### src/rtl/wb_regfile.sv
// rtl/wb_regfile.sv - RV32I writeback select, load extension, 32x32 register file with bypass
// Optional retire counter built only when WB_INSTRET_EN is defined.
module wb_regfile #(
   parameter int XLEN = 32,
   parameter int NREG = 32
) (
   input  logic            clk,
   input  logic            rst_n,
   input  logic [2:0]      WB_memtoReg,
   input  logic            WB_regWrite,
   input  logic            WB_memRead,
   input  logic [XLEN-1:0] WB_aluOut,
   input  logic [XLEN-1:0] WB_dmemOut,
   input  logic [XLEN-1:0] WB_imm,
   input  logic [XLEN-1:0] WB_pc_plus_four,
   input  logic [XLEN-1:0] WB_imm_plus_pc_or_rs1,
   input  logic [4:0]      WB_rd,
   input  logic [31:0]     WB_instr,
   input  logic [4:0]      ID_rs1,
   input  logic [4:0]      ID_rs2,
   output logic [XLEN-1:0] ID_rs1_data,
   output logic [XLEN-1:0] ID_rs2_data,
   output logic [XLEN-1:0] wb_data,
   output logic [63:0]     instret
);

   logic [XLEN-1:0] regs [0:NREG-1];
   logic [XLEN-1:0] load_data;
   logic [7:0]      load_byte;
   logic [15:0]     load_half;
   logic [2:0]      funct3;
   logic            wr_en;
   logic            unused_inputs;

   // Load classification is taken from the instruction itself; the memRead flag is redundant here.
   assign unused_inputs = ^{WB_memRead, WB_instr};

   assign funct3 = WB_instr[14:12];
   assign wr_en  = WB_regWrite && (WB_rd != 5'd0);

   always_comb begin
      load_byte = WB_dmemOut[7:0];
      case (WB_aluOut[1:0])
         2'd0: load_byte = WB_dmemOut[7:0];
         2'd1: load_byte = WB_dmemOut[15:8];
         2'd2: load_byte = WB_dmemOut[23:16];
         2'd3: load_byte = WB_dmemOut[31:24];
         default: load_byte = WB_dmemOut[7:0];
      endcase
      load_half = WB_aluOut[1] ? WB_dmemOut[31:16] : WB_dmemOut[15:0];
      case (funct3)
         3'b000:  load_data = {{(XLEN-8){load_byte[7]}}, load_byte};
         3'b100:  load_data = {{(XLEN-8){1'b0}}, load_byte};
         3'b001:  load_data = {{(XLEN-16){load_half[15]}}, load_half};
         3'b101:  load_data = {{(XLEN-16){1'b0}}, load_half};
         default: load_data = WB_dmemOut;
      endcase
   end

   always_comb begin
      case (WB_memtoReg)
         3'd0:    wb_data = WB_aluOut;
         3'd1:    wb_data = load_data;
         3'd2:    wb_data = WB_pc_plus_four;
         3'd3:    wb_data = WB_imm;
         3'd4:    wb_data = WB_imm_plus_pc_or_rs1;
         default: wb_data = '0;
      endcase
   end

   always_ff @(posedge clk or negedge rst_n) begin
      if (!rst_n) begin
         for (int i = 0; i < NREG; i++) begin
            regs[i] <= '0;
         end
      end else if (wr_en) begin
         regs[WB_rd] <= wb_data;
      end
   end

   // Write-through: a read of the register being written this cycle sees the new value.
   always_comb begin
      if (ID_rs1 == 5'd0)
         ID_rs1_data = '0;
      else if (wr_en && (ID_rs1 == WB_rd))
         ID_rs1_data = wb_data;
      else
         ID_rs1_data = regs[ID_rs1];

      if (ID_rs2 == 5'd0)
         ID_rs2_data = '0;
      else if (wr_en && (ID_rs2 == WB_rd))
         ID_rs2_data = wb_data;
      else
         ID_rs2_data = regs[ID_rs2];
   end

`ifdef WB_INSTRET_EN
   always_ff @(posedge clk or negedge rst_n) begin
      if (!rst_n)
         instret <= '0;
      else if (WB_instr != 32'd0)
         instret <= instret + 64'd1;
   end
`else
   assign instret = '0;
`endif

endmodule

### config.mk
export PLATFORM = sky130hd
export DESIGN_NAME = wb_regfile
export DESIGN_NICKNAME = d
export VERILOG_FILES = /design/src/rtl/wb_regfile.sv
export SDC_FILE = /design/constraint.sdc
export NUM_CORES = 2
export LEC_CHECK = 0
export BUFFER_PORTS_ARGS = -buffer_cell sky130_fd_sc_hd__buf_2
export CORE_AREA = 2 2 404 406
export CTS_CLUSTER_SIZE = 14
export DETAILED_ROUTE_END_ITERATION = 6
export DIE_AREA = 0 0 406 408
export GPL_ROUTABILITY_DRIVEN = 0
export PLACE_DENSITY_LB_ADDON = 0.3
export SYNTH_ARGS = -nofsm -noshare
export SYNTH_HDL_FRONTEND = slang
export SYNTH_SLANG_ARGS = --single-unit
### constraint.sdc
create_clock -name clk -period 3.7 [get_ports clk]
set_clock_uncertainty 0.15 [all_clocks]
set_input_delay 0.185 -clock clk [delete_from_list [all_inputs] [get_ports clk]]
set_output_delay 0.185 -clock clk [all_outputs]
set_load 0.01 [all_outputs]
# Word-level counts from Yosys, hierarchy flattened
# Index checks and enable logic that the tools add are counted.
[word_totals]
ramBits = 0
input_bits = 214
out_inout_bits = 160
latch_bits = 0
reg_bits = 1024
romBits = 0
memories = 0
wordCells = 78
[classes]
mux = 17
reduce_logical = 10
n_shift = 0
n_mul = 0
addsub = 0
div = 0
n_eq_ne = 12
magnitude_cmp = 4
bitwise = 3
[ops]
columns = ["cell", "count"]
rows = [
  ["bitwise mux 1024 bit", 1],
  ["binary-select mux 32 bit (select 5 bit)", 2],
  ["2-to-1 mux 32 bit", 9],
  ["demux 32 bit (select 5 bit)", 1],
  ["one-hot mux 32 bit (5 select lines)", 1],
  ["one-hot mux 32 bit (4 select lines)", 1],
  ["one-hot mux 8 bit (4 select lines)", 1],
  [">= comparator 6 bit (second input constant)", 3],
  ["NOT 5 -> 6 bit", 3],
  ["2-to-1 mux 16 bit", 1],
  ["equality test 5 bit", 2],
  ["zero test 5 bit", 2],
  ["equality test 3 bit (second input constant)", 3],
  ["equality test 3 x 1 -> 1 bit (second input constant)", 2],
  ["equality test 3 x 2 -> 1 bit (second input constant)", 2],
  ["zero test 3 bit", 2],
  ["less-than comparator 6 x 1 -> 1 bit (second input constant)", 1],
  ["nonzero test 5 bit", 1],
  ["equality test 2 bit (second input constant)", 2],
  ["logical AND 1 bit", 4],
  ["equality test 2 x 1 -> 1 bit (second input constant)", 1],
  ["zero test 2 bit", 1],
]

# Longest topological paths before layout
[depth]
depth_word = 6
ltp_mapped = 11
depth_no_buf = 6

# Worst setup path before layout
# No wires, ideal clock.
[synth_path]
path_type = "input -> output"
from = "input ID_rs1[0]"
to = "output ID_rs1_data[10]"
path_slack_ps = 1550
n_path_buf = 2
path_stages = 6
arrival_ps = 1815
required_time_ps = 3365
cell_sequence = "buf_6 > buf_2 > mux4_2 > mux4_2 > o22ai_1 > nor3_1"
[synth_via]
elab_chain_cells = 6
elab_cells_between_ends = 9
cone_classes = "1 x eq/ne; 5 x mux; 1 x bitwise; 2 x reduce/logical"
[synth_lines]
columns = ["item", "line", "text"]
rows = [
  ["start, declared", "19", "input logic [4:0] ID_rs1,"],
  ["NOT 5 -> 6 bit (not written as such)", "88", "ID_rs1_data = regs[ID_rs1];"],
  ["binary-select mux 32 bit (select 5 bit)", "88", ""],
  ["2-to-1 mux 32 bit (not written as such) (2 in series)", "88", ""],
  ["2-to-1 mux 32 bit", "85", "else if (wr_en && (ID_rs1 == WB_rd))"],
  ["2-to-1 mux 32 bit *", "83", "if (ID_rs1 == 5'd0)"],
  ["end, declared", "21", "output logic [XLEN-1:0] ID_rs1_data,"],
]
# Every way passes the cells marked *; elsewhere a longest branch is shown, timed or not. The select of a mux whose other input is x is not followed.

# Worst setup path in the final report
[layout_path]
from = "input WB_memtoReg[2]"
to = "output ID_rs1_data[11]"
[layout_via]
elab_chain_cells = 4
elab_cells_between_ends = 8
cone_classes = "4 x eq/ne; 3 x mux; 1 x reduce/logical"
[layout_lines]
columns = ["item", "line", "text"]
rows = [
  ["start, declared", "9", "input logic [2:0] WB_memtoReg,"],
  ["equality test 3 bit, or another cell as far along", "61", "case (WB_memtoReg)"],
  ["one-hot mux 32 bit (5 select lines) *", "61", ""],
  ["2-to-1 mux 32 bit *", "85", ""],
  ["2-to-1 mux 32 bit *", "83", ""],
]
# Every way passes the cells marked *; elsewhere a longest branch is shown, timed or not.

==> impl_metrics.sql <==
INSERT INTO impl_metrics (metric_group, metric, value, unit) VALUES
('worst_setup_path', 'crit_arrival', '3220', 'ps'),
('global_route', 'maximum_number_of_pins_on_one_net_before_global_route_repair', '93', ''),
('clocking', 'htree_levels', '3', ''),
('place', 'placed_cells_incl_taps', '7656', ''),
('power_and_ir_drop', 'intPower', '24300', 'uW'),
('synth', 'post_synth_xor_area_fraction', '0.1563', '%'),
('clocking', 'clock_latency_on_the_worst_skew_pair', '710', 'ps'),
('routing', 'ant_nets', '0', ''),
('sta', 'timing.fmax', '281.6', 'MHz'),
('synth', 'synth.area.mux_share', '20.25', '%'),
('floorplanning', 'num_rows', '148', ''),
('worst_setup_path', 'critical-path-slowest-cell', 'sky130_fd_sc_hd__dlygate4sd3_1', ''),
('sta', 'final_hold_viol_count', '1', ''),
('sta', 'layout_worst_path_cycle_share', '95.98', '%'),
('global_route', 'grt_pass1_wl', '309400', 'um'),
('place', 'pre_cts_slack', '373.1', 'ps'),
('synth', 'combined_area_of_all_synthesized_cells', '56040', 'um2'),
('sta', 'final-setup-viol-count', '0', ''),
('routing', 'avgViaCountPerCell', '5.806', ''),
('global_route', 'grt_pass1_vias', '44730', ''),
('sta', 'postLayoutSetupSlackWorst', '148.7', 'ps'),
('place', 'port_buffers', '279', ''),
('power_and_ir_drop', 'cellLeakagePower', '0.02775', 'uW'),
('min_path', 'worst_hold_check_path_type', 'in2async', ''),
('floorplanning', 'initial_core_util', '34.66', '%'),
('sta', 'worst-slew-pin-transition', '1144', 'ps'),
('clocking', 'clk_pin_slew', '60', 'ps'),
('power_and_ir_drop', 'netSwitchingPower', '10620', 'uW'),
('sta', 'fin_worst_hold_slack', '-20.49', 'ps'),
('clocking', 'cts.sinks', '1024', ''),
('floorplanning', 'die_h', '408', 'um'),
('synth', 'area_fraction_in_compound_gates_after_synthesis', '18.41', '%'),
('outcome', 'violations', 'hold timing', ''),
('power_and_ir_drop', 'ir_worst_vdd', '0.3718', 'mV'),
('worst_setup_path', 'cpPeakStageDelay', '600', 'ps'),
('routing', 'detail_route.iter0.violations', '4422', ''),
('power_and_ir_drop', 'power_switching_share', '30.42', '%'),
('finish', 'nFillCells', '15630', ''),
('power_and_ir_drop', 'comb_power_share', '22.2', '%'),
('routing', 'drt_wl_total', '213800', 'um'),
('place', 'dp_hpwl', '136200', 'um'),
('synth', 'synth_area_per_cell', '10.15', 'um2'),
('sta', 'final_sum_of_negative_setup_slack', '0', 'ps'),
('power_and_ir_drop', 'finalPower', '34920', 'uW'),
('clocking', 'cts-root-buf', 'sky130_fd_sc_hd__clkbuf_16', ''),
('global_route', 'grt_usage', '25.44', '%'),
('worst_setup_path', 'timing.critical_path.to_type', 'output pin', ''),
('synth', 'ys.flop_type', 'sky130_fd_sc_hd__dfrtp_1', ''),
('floorplanning', 'core', '161700', 'um2'),
('synth', 'post-synth-top-area-fraction', '45.73', '%'),
('synth', 'asyncSetResetFlopFracSynth', '100.0', '%'),
('power_and_ir_drop', 'power.density_cell_area', '540.9', 'nW/um2'),
('sta', 'maxSlewHeadroom', '23.50', '%'),
('clocking', 'clockBufferDepth', '3', ''),
('clocking', 'cts_made_buffers', '105', ''),
('finish', 'num-nets-final', '5844', ''),
('sta', 'post-route-min-period', '3551', 'ps'),
('global_route', 'antenna_violations_before_repair', '8', ''),
('routing', 'drc', '0', ''),
('synth', 'synth.cells.most_frequent', '1024 x sky130_fd_sc_hd__dfrtp_1, 597 x sky130_fd_sc_hd__o21ai_0, 573 x sky130_fd_sc_hd__a21oi_1', ''),
('worst_setup_path', 'critPathLaunchType', 'primary input', ''),
('clocking', 'post_cts_buffers', '0', ''),
('worst_setup_path', 'crit_path_max_fanout', '15', ''),
('run', 'maxCapViolCount', '0', ''),
('synth', 'yosysUniqueCellTypes', '63', ''),
('routing', 'dr_total_vias', '45840', ''),
('outcome', 'status', 'finished with violations', ''),
('synth', 'synthTopCellsByArea', 'sky130_fd_sc_hd__dfrtp_1 46%, sky130_fd_sc_hd__mux4_2 12%, sky130_fd_sc_hd__mux2i_1 8.3%', ''),
('routing', 'wl_per_cell', '27.07', 'um'),
('routing', 'detail_route.first_pass.iterations', '6', ''),
('synth', 'yosys_register_bits', '1024', '');
==> layout make-up <==
| type | count | area, um2 | share of cell area (%) |
|---|---|---|---|
| flip-flops and latches | 1024 | 25620 | 39.69 |
| multi-input cells | 3866 | 27560 | 42.69 |
| well taps | 2175 | 2721 | 4.215 |
| clock buffers | 145 | 3084 | 4.777 |
| repair buffers | 594 | 4594 | 7.117 |
| inverters | 39 | 146.4 | 0.2268 |
| diodes | 3 | 7.507 | 0.01163 |
| clock inverters | 49 | 822.0 | 1.273 |
==> kinds of logic (layout without fill, tap and decap cells) <==
kind of cell,Yosys count,count (layout)
compound gates,1741,1741
xor+xnor,10,10
buf+inv,695,827
flops,1024,1024
mux,763,763
other cells,1,67
simple gates,1288,1288
==> critical path, delay by kind of cell <==
family	cells	cell delay (ps)
buf+inv	5	1860
simple gates	4	930
compound gates	2	220
==> power groups by stage <==
stage | logic, uW | registers (uW) | clock network (uW)
finish | 7760 | 15000 | 12100
global route | 8530 | 15300 | 12700
CTS | 7740 | 15000 | 12300
detailed placement | 7650 | 15200 | 0
global placement | 7500 | 15000 | 0
floorplan | 5390 | 14700 | 0
==> routing by layer <==
metal / vias up / share of wire (%) / GRT usage (%)
met2: 2207 / 45 / 39.33
met4: 4 / 4.7 / 11.57
li1: 20160 / - / -
met1: 23010 / 41 / 34.45
met5: - / 0.011 / 0
met3: 461 / 8.4 / 4.962
==> repair_timing <==
action / in CTS / in global routing
endpoints found under the hold margin: 530 / 0
gates resized for setup: 0 / 1
hold buffers: 42 / 0
setup endpoints to repair: 0 / 1
==> placed cells by master, fill, tap and decap left out, types with 67 or more instances in the layout <==
cell type | synthesis | routed
sky130_fd_sc_hd__a21oi_1 | 573 | 573
sky130_fd_sc_hd__a221oi_1 | 122 | 122
sky130_fd_sc_hd__a22oi_1 | 217 | 217
sky130_fd_sc_hd__buf_2 | 186 | 272
sky130_fd_sc_hd__buf_4 | 86 | 221
sky130_fd_sc_hd__clkbuf_16 | 0 | 110
sky130_fd_sc_hd__dfrtp_1 | 1024 | 1024
sky130_fd_sc_hd__mux2i_1 | 464 | 464
sky130_fd_sc_hd__mux4_2 | 296 | 296
sky130_fd_sc_hd__nand2_1 | 531 | 516
sky130_fd_sc_hd__nand3_1 | 114 | 114
sky130_fd_sc_hd__nor2_1 | 569 | 552
sky130_fd_sc_hd__o21ai_0 | 597 | 596
sky130_fd_sc_hd__o21ai_1 | 67 | 67
==> worst paths after layout <==
check	startpoint	endpoint	slack, ps	cells past startpoint
min in group clk	WB_dmemOut[28]	regs[380]$_DFFE_PN0P_	60	4
max	WB_memtoReg[2]	ID_rs1_data[11]	150	11
min reg2reg	regs[1019]$_DFFE_PN0P_	regs[1019]$_DFFE_PN0P_	250	0
min	rst_n	regs[155]$_DFFE_PN0P_	-20	2
max in group asynchronous	rst_n	regs[262]$_DFFE_PN0P_	2280	3
max reg2reg	regs[601]$_DFFE_PN0P_	regs[601]$_DFFE_PN0P_	2280	3
==> through the flow <==
step / utilization [%] / cell area [um2]
CTS: 39.93 / 64550
global route: 39.93 / 64550
global placement: 37.25 / 60220
floorplan: - / 56270
finish: 39.93 / 64560
detailed placement: 37.25 / 60220
Note: power is estimated with default switching activity, not from simulation.
